`config.mk`:
```
export PLATFORM = sky130hd
export DESIGN_NAME = pov_column_driver
export DESIGN_NICKNAME = d
export VERILOG_FILES = /design/src/rtl/pov_column_driver.sv
export SDC_FILE = /design/constraint.sdc
export NUM_CORES = 1
export LEC_CHECK = 0
export ABC_AREA = 1
export BUFFER_PORTS_ARGS = -buffer_cell sky130_fd_sc_hd__buf_2
export CAP_MARGIN = 20
export CORE_ASPECT_RATIO = 0.9
export CORE_MARGIN = 2
export CORE_UTILIZATION = 40
export CTS_CLUSTER_SIZE = 24
export DETAILED_ROUTE_END_ITERATION = 10
export SLEW_MARGIN = 20
export SYNTH_ARGS = -nofsm -noshare
export SYNTH_HDL_FRONTEND = slang
export SYNTH_SLANG_ARGS = --single-unit
```
`constraint.sdc`:
```
create_clock -name clk -period 2.3 [get_ports clk]
set_clock_uncertainty 0.1 [all_clocks]
set_input_delay 0.345 -clock clk [delete_from_list [all_inputs] [get_ports clk]]
set_output_delay 0.345 -clock clk [all_outputs]
set_load 0.02 [all_outputs]
```
`src/rtl/pov_column_driver.sv`:
```
// pov_column_driver: downstream stage of the one-hot column shift register.
//
// Tracks the globe's angular slice, which the hall-sensor index resets and slice_tick
// advances. For each new column, or a new slice under the same column, it reads that
// column's row pixels from a synchronous-read frame buffer. It then drives led_rows and
// led_cols together from registers, so rows and columns always change in the same cycle.
//
// Ports:
//   clk         rising-edge clock
//   rst         synchronous reset, active-high
//   col_sel     one-hot column select (0 = idle)
//   index       1-cycle revolution-start pulse; forces slice to 0
//   slice_tick  1-cycle pulse; advances the slice (index wins if both are high)
//   mem_rd_en   frame-buffer read strobe, one cycle per fetch
//   mem_addr    read address = slice*COLS + column index; holds while idle
//   mem_data    read data, valid one cycle after mem_rd_en
//   led_rows    registered row pixels
//   led_cols    registered column enables, aligned with led_rows
//   frame_err   sticky flag: a col_sel with two or more bits set was seen
module pov_column_driver #(
  parameter int unsigned COLS   = 6,
  parameter int unsigned ROWS   = 8,
  parameter int unsigned SLICES = 64,
  parameter int unsigned ADDR_W = 9
) (
  input  logic              clk,
  input  logic              rst,
  input  logic [COLS-1:0]   col_sel,
  input  logic              index,
  input  logic              slice_tick,
  output logic              mem_rd_en,
  output logic [ADDR_W-1:0] mem_addr,
  input  logic [ROWS-1:0]   mem_data,
  output logic [ROWS-1:0]   led_rows,
  output logic [COLS-1:0]   led_cols,
  output logic              frame_err
);

  localparam int unsigned SliceW = (SLICES > 1) ? $clog2(SLICES) : 1;
  localparam int unsigned ColW   = (COLS > 1) ? $clog2(COLS) : 1;

  // Slice counter
  logic [SliceW-1:0] slice_q, slice_d;
  // Stage 0: registered column select and the column select before it
  logic [COLS-1:0]   col_q, col_d;
  logic [COLS-1:0]   col_prev_q, col_prev_d;
  // Slice used by the most recent fetch, used to detect a slice change under a held column
  logic [SliceW-1:0] fetch_slice_q, fetch_slice_d;
  // Last issued address, held while no fetch is in progress
  logic [ADDR_W-1:0] addr_q, addr_d;
  // Stage 1: column that goes with the data returning from the frame buffer
  logic [COLS-1:0]   pipe_col_q, pipe_col_d;
  logic              pipe_fetch_q, pipe_fetch_d;
  // Stage 2: LED outputs
  logic [ROWS-1:0]   led_rows_q, led_rows_d;
  logic [COLS-1:0]   led_cols_q, led_cols_d;
  logic              err_q, err_d;

  logic              col_one_hot;
  logic              col_sel_multi;
  logic [ColW-1:0]   col_enc;
  logic              fetch;
  logic [ADDR_W-1:0] fetch_addr;

  always_comb begin
    // x & (x - 1) clears the lowest set bit, so it is nonzero exactly when 2+ bits are set.
    col_sel_multi = (col_sel & (col_sel - COLS'(1))) != '0;
    col_one_hot   = (col_q != '0) && ((col_q & (col_q - COLS'(1))) == '0);

    col_enc = '0;
    for (int i = 0; i < int'(COLS); i++) begin
      if (col_q[i]) col_enc = ColW'(i);
    end

    // Index has priority over slice_tick.
    slice_d = slice_q;
    if (index) begin
      slice_d = '0;
    end else if (slice_tick) begin
      slice_d = (slice_q == SliceW'(SLICES - 1)) ? '0 : slice_q + SliceW'(1);
    end

    col_d      = col_sel;
    col_prev_d = col_q;
    err_d      = err_q | col_sel_multi;

    // slice_q already includes any index or tick sampled together with col_q.
    fetch      = col_one_hot && ((col_q != col_prev_q) || (slice_q != fetch_slice_q));
    fetch_addr = ADDR_W'(32'(slice_q) * COLS + 32'(col_enc));

    mem_rd_en     = fetch;
    mem_addr      = fetch ? fetch_addr : addr_q;
    addr_d        = mem_addr;
    fetch_slice_d = fetch ? slice_q : fetch_slice_q;

    // An idle or invalid column travels down the pipe as 0 and blanks the LEDs.
    pipe_col_d   = col_one_hot ? col_q : '0;
    pipe_fetch_d = fetch;

    led_rows_d = led_rows_q;
    led_cols_d = pipe_col_q;
    if (pipe_col_q == '0) begin
      led_rows_d = '0;
    end else if (pipe_fetch_q) begin
      led_rows_d = mem_data;
    end
  end

  always_ff @(posedge clk) begin
    if (rst) begin
      slice_q       <= '0;
      col_q         <= '0;
      col_prev_q    <= '0;
      fetch_slice_q <= '0;
      addr_q        <= '0;
      pipe_col_q    <= '0;
      pipe_fetch_q  <= 1'b0;
      led_rows_q    <= '0;
      led_cols_q    <= '0;
      err_q         <= 1'b0;
    end else begin
      slice_q       <= slice_d;
      col_q         <= col_d;
      col_prev_q    <= col_prev_d;
      fetch_slice_q <= fetch_slice_d;
      addr_q        <= addr_d;
      pipe_col_q    <= pipe_col_d;
      pipe_fetch_q  <= pipe_fetch_d;
      led_rows_q    <= led_rows_d;
      led_cols_q    <= led_cols_d;
      err_q         <= err_d;
    end
  end

  assign led_rows  = led_rows_q;
  assign led_cols  = led_cols_q;
  assign frame_err = err_q;

endmodule

```
==> results.md, run 1 <==
- Outcome: finished, violations left
- Failing checks: setup timing
- Endpoints failing setup: 11
- Area delta synth->final: 39.6%
- Critical Path Sink Type: primary output
- Leading cell type in the layout, fill and taps excluded: nand2_1
- Switching share of power: 0.302
- Lkg Pwr: 1.75 nW
- Setup TNS: -2510 ps
- Die width: slightly below 90 um
- Clock tree buffer depth: 2
- Synth top area share: 0.428
- YS warnings: 0
- Synth Cell Area: approximately 0.0026 mm^2
- Syn_area_per_cell: 7.20 um^2
- Worst-path fanout max: 2
- Worst Tran Pin Value: about 440 ps
- Drt first pass iters: 4
- Max cap viols: 0
- Flop pwr share: 0.497
- Slew HR: 0.702
- First-pass GRT wire length: 9330 um
- WL/cell: 10.7 um
- IO Count: between 40 and 50
- Unique masters post-synth: 29
- CTS Buf Count: 5
- Synthesized instance count: about 360
- Setup crit start kind: register
- Ys async rst share: 0
- Grt total ovfl: 0
- FMAX: between 300 and 400 MHz
- Final WL: ~5800 um
- Post-synthesis sequential area ratio: 0.428
- Dpl hpwl: between 3000 and 4000 um
- Reg clk slew, reported paths: roughly 100 ps
- Period utilization: 1.17
- FP Rows: 27
- Initial antenna violation count: 0
- Most frequent cells in the layout: nand2_1, nor2_1, dfxtp_1
- Final worst setup slack: -393 ps
- CP Data Required Time: ~1900 ps
- Post-cts hold buffer count: 0
- Starting Density: 0.416
- Gr usage total: 0.164
- Internal power: around 1.4 mW
- Placer Congestion: about 0.85
- Sw Pwr: approximately 630 uW
- # clock sinks: between 50 and 60
- Unrepaired setup endpoints after global routing: yes
- Synth Net Count: 386
- Worst skew pair latency: roughly 310 ps
- Vias in the first global route: between 2000 and 2500
- Root Buffer: clkbuf_8
- Minimum period implied by the final worst setup slack: 2690 ps
- Synth Flop Type: dfxtp_1
- DR vias: roughly 2400
- Power per cell area: 577 mW/mm^2
- Min-delay worst type: in -> reg
- Pin count of the biggest net entering global routing: 26
- Worst Path Class, Setup: reg -> out
- CTS tree: built
- Clock group share of total power: 0.271
- Final-report max-slew violation count: 0
- Detailed router's first-iteration violation count: 62
- Max IR drop VDD: between 0.4 and 0.5 mV
- Placed cell areas: ~0.003 mm^2
- Post-DR vias/cell: 4.50
- Final hold violation count: 0
- DR DRC count: 0
- Layout cells sized above 1: 0.363
- EDFF count, synth: 0
- DIE HEIGHT: between 80 and 90 um
- Flops & latches, synth: 55
- Nets: 480
- Yosys top cell by area: dfxtp_1
- Diodes inserted: 0
- Die Area: 0.00709 mm^2
- PortBufs: 42
- CTS H-tree depth: 2
- Crit path DAT: 2250 ps
- Antenna Nets Post-Route: 0
- Logic pwr share: 0.233
- Final instance area: between 0.003 and 0.004 mm^2
- Core Region: between 0.006 and 0.007 mm^2
- Ranking of synthesized cells by area: dfxtp_1, nand2_1, nor2_1, inv_1, ha_1
repair_timing:
| item | 4_1_cts | 5_1_grt |
|---|---|---|
| setup buffers | 23 | 6 |
| pin swaps | 21 | 27 |
| endpoints found under the setup margin | 9 | 12 |
| resized for setup | 42 | 40 |
routing by layer:
metal,track usage,vias up,part of all wire
met4,0.0515,0,0.0086
li1,-,1289,-
met1,0.211,1078,0.48
met5,0,-,0
met2,0.274,53,0.46
met3,0.0370,4,0.046
path summary, 6_finish.rpt:
kind,start,endpoint,slack (ps),depth (start not counted)
hold / removal,col_sel[5],col_prev_d[5],140,3
setup reg to reg,slice_q[0],addr_q[4],-260,14
hold reg to reg,led_cols_d[4],led_cols[4],330,2
setup / recovery,slice_q[0],mem_addr[8],-390,12
worst max-delay path, cell delays in order (launching register included):
cell and delay [ps]:
dfxtp_2 350, ha_4 160, fa_2 540, nand2_2 60, nor2_1 80, nand3_1 120, nor2_2 150, nand2_1 70
nand2_1 100, nand3_2 80, nand2_2 80, inv_2 40, buf_6 120
stage by stage:
| step | power [mW] | util | hold WS (ps) | setup slack, ps | instances |
|---|---|---|---|---|---|
| 2_1_floorplan | 1.29 | - | 303 | 14.3 | 357 |
| 3_3_place_gp | 1.38 | 0.491 | 310 | -53.2 | 504 |
| 5_1_grt | 2.20 | 0.580 | 129 | -515 | 539 |
| 4_1_cts | 2.03 | 0.553 | 134 | -405 | 534 |
| 3_5_place_dp | 1.39 | 0.491 | 313 | -80.4 | 504 |
| 6_report | 2.07 | 0.580 | 143 | -393 | 539 |
kinds of logic after synthesis:
| family | count (synthesis) | synth area share |
|---|---|---|
| adder cells (fa/ha/maj) | 11 | 0.0594 |
| flip-flops | 55 | 0.428 |
| AND/OR/NAND/NOR | 181 | 0.291 |
| AO/OA/AOI/OAI | 41 | 0.0905 |
| XOR/XNOR | 12 | 0.0409 |
| buffers and inverters | 57 | 0.0900 |
final cells by class:
| class | count | area (um^2) |
|---|---|---|
| Timing Repair Buffer | 94 | 693 |
| Clock inverter | 3 | 27.5 |
| Sequential cell | 55 | 1120 |
| Clock buffer | 5 | 68.8 |
| Inverter | 50 | 193 |
| Tap cell | 87 | 109 |
| Fill cell | 571 | 2590 |
| Multi-Input combinational cell | 245 | 1380 |
Yosys cell counts, types with 2 or more instances:
master,count
inv_2,5
fa_1,2
nand2_1,90
nor2_1,62
nand3_1,17
a21oi_1,22
clkbuf_1,4
ha_1,9
dfxtp_1,55
o21ai_1,7
a21oi_2,4
o21ai_0,4
nand4_1,2
inv_1,44
buf_6,2
xor2_1,12
nand2_2,4
flip-flops by register name, summed over array words and instances, names as in the netlist:
signal and cells:
addr_q 9, led_rows 8, col_prev_d 6, col_prev_q 6
fetch_slice_q 6, led_cols 6, led_cols_d 6, slice_q 6
frame_err 1, pipe_fetch_q 1
power by group through the flow:
stage               combinational (mW)  clock, mW  sequential [mW]
finish                           0.482      0.561             1.03
global route                     0.528      0.633             1.04
CTS                              0.418      0.586             1.03
detailed placement               0.340          0             1.05
global placement                 0.337          0             1.05
floorplan                        0.235          0             1.05
Note: power is estimated with default switching activity, not from simulation.
==> run 2, diff against run 1 <==
- ABC_AREA: 1 -> unset
- CORE_MARGIN: 2 -> unset
==> results.md, run 2 <==
- Outcome: finished, violations left
- Failing checks: setup timing
- Worst-path fanout max: 4
- Lkg Pwr: 1.65 nW
- Pin count of the biggest net entering global routing: 30
- Placed cell areas: 0.00316 mm^2
- First-pass GRT wire length: 8770 um
- CTS H-tree depth: 2
- Unrepaired setup endpoints after global routing: yes
- Die width: about 86 um
- Slowest cell on the critical path: dfxtp_4
- FMAX: 350 MHz
- Synth Flop Type: dfxtp_1
- Power per cell area: roughly 550 mW/mm^2
- Dpl hpwl: roughly 3900 um
- Final hold violation count: 0
- Antenna Nets Post-Route: 0
- DR DRC count: 0
- DR vias: between 2000 and 2500
- Tot Pwr: just under 2 mW
- Footprint of the multi-input gates: around 0.0015 mm^2
- Synth Net Count: ~280
- # clock sinks: 55
- Slew HR: 0.639
- Synth top area share: 0.436
- Yosys top cell by area: dfxtp_1
- Minimum period implied by the final worst setup slack: between 2000 and 3000 ps
- Initial antenna violation count: 0
- Worst Tran Pin Value: about 540 ps
- Post-cts hold buffer count: 0
- Final-report max-slew violation count: 0
- Final WL: between 5000 and 6000 um
- Most frequent cells in the layout: dfxtp_1, buf_4, buf_2
- Top cells by count, synth: dfxtp_1, nor2_1, nor2b_1
- Ys async rst share: 0
- PortBufs: 42
- Max FFs per register: 9
- Die Area: around 0.0066 mm^2
- Post-synthesis sequential area ratio: 0.436
- Endpoints failing setup: 10
- Grt total ovfl: 0
- Max IR drop VDD: 0.295 mV
- CP max stage delay: 380 ps
- Top sig layer: met4
- CTS Buf Count: 5
- Reg clk slew, reported paths: 100 ps
- Seq. cell area: 0.00111 mm^2
- Unique masters post-synth: 46
- IO Count: 43
- Period utilization: 1.24
- Most frequent cell after synthesis: dfxtp_1
- Diodes inserted: 0
- CTS tree: built
- Post-DR vias/cell: around 4.7
- Syn_area_per_cell: between 9 and 10 um^2
- Drt first pass iters: 4
- Flops & latches, synth: 55
- CP Data Required Time: between 1500 and 2000 ps
- Area delta synth->final: 40.7%
- Met2 WL: approximately 2300 um
- Critical-path cell list: ha_1 -> a211oi_2 -> buf_4 -> o21ba_2 -> nor3_2 -> and3b_2 -> mux2_4 -> nand2_2 -> buf_6
- Critical Path Sink Type: primary output
- DIE HEIGHT: between 70 and 80 um
- Detailed router's first-iteration violation count: 51
- Layout cells sized above 1: 0.432
- Clock tree buffer depth: 2
- FP Rows: 27
- Core Util, Final: 0.581
- Hold path startpoint: index
- Final instance area: approximately 0.0036 mm^2
- WL/cell: approximately 12 um
- Leading cell type in the layout, fill and taps excluded: dfxtp_1
- Final worst setup slack: -554 ps
- Setup crit start kind: register
- Fillers: 520
- Core Region: 0.00611 mm^2
- Crit. Startpoint: slice_q[1]
- Vias in the first global route: 1924
- Min-delay worst type: in -> reg
- RR Startpoint: col_prev_d[3]
- Worst Path Class, Setup: reg -> out
- Biggest register: addr_q
- Root Buffer: clkbuf_8
- EDFF count, synth: 0
- Max cap viols: 0
- Placer Congestion: just under 0.9
- YS warnings: 0
- Synthesized instance count: 253
- Worst skew pair latency: 320 ps
- Synth Cell Area: about 0.0025 mm^2
- Gr usage total: 0.167
- WL met1: approximately 2500 um
- Ranking of synthesized cells by area: dfxtp_1, xor2_1, mux2i_1, nor2b_1, ha_1
- Met3 routed WL: approximately 220 um
- Starting Density: 0.413
- Crit path DAT: 2410 ps
- Nets: 373
run 2: cell types whose count changed after synthesis, sizes merged, moves of 5 or more:
cell,previous run,this run
and2,0,6
xnor2,0,5
a21oi,26,12
nand2,94,9
mux2i,0,13
nor2b,0,20
nor2,65,28
inv,50,3
and2b,0,7
o21ai,12,4
mux2,0,8
xor2,12,18
nand3,17,7
run 2: kinds of logic after synthesis:
family / synth area share
buffers and inverters: 0.0248
muxes: 0.0976
and+or+nand+nor: 0.216
xor gates and xnor gates: 0.0798
DFF: 0.436
AOI/OAI and AO/OA: 0.0773
adders and majority gates: 0.0689
run 2: final timing paths:
check,slack [ps],cells past startpoint,end
worst max-delay path,-550,9,mem_addr[8]
worst min-delay path,120,2,slice_q[1]
worst max register to register,50,10,addr_q[5]
worst min register to register,370,1,led_cols[2]
run 2: area by class of cell:
class | count | share of cell area
repair buffers | 92 | 0.189
repair inverters | 1 | 0.00246
flip-flops and latches | 55 | 0.313
clock inverters | 3 | 0.00775
multi-input cells | 185 | 0.430
clock buffers | 5 | 0.0194
inverters | 4 | 0.00775
well taps | 87 | 0.0306
run 2: what timing repair did:
| item | in CTS | in global routing |
|---|---|---|
| pin swaps | 6 | 12 |
| resized for setup | 39 | 28 |
| cloned | 1 | 0 |
| buffers inserted | 3 | 4 |
| endpoints found under the hold margin | 0 | 0 |
| setup endpoints to repair | 13 | 18 |
run 2: critical path, delay by kind of cell (launching register included):
family	cells	cell delay (ps)
flops	1	380
simple gates	3	340
mux	1	310
fa+ha+maj	1	310
compound gates	2	470
buf+inv	2	280
run 2: stage by stage:
step	TNS [ps]	hold WS, ps	cells	worst slack (ps)
6_report	-4460	122	432	-554
2_1_floorplan	-3190	324	253	-234
3_3_place_gp	-1730	350	417	-266
4_1_cts	-4590	111	429	-527
3_5_place_dp	-2030	354	417	-339
5_1_grt	-5400	122	432	-683
run 2: power breakdown:
group | switching [mW] | internal (mW) | leakage, nW
sequential | 0.0221 | 0.984 | 0.451
combinational | 0.186 | 0.198 | 1.16
clock | 0.345 | 0.226 | 0.0467
total | 0.553 | 1.41 | 1.65
run 2: per-layer routing:
metal / GRT usage / vias up
li1: - / 1038
met1: 0.228 / 936
met4: 0.0500 / 0
met5: 0 / -
met3: 0.0383 / 7
met2: 0.264 / 40
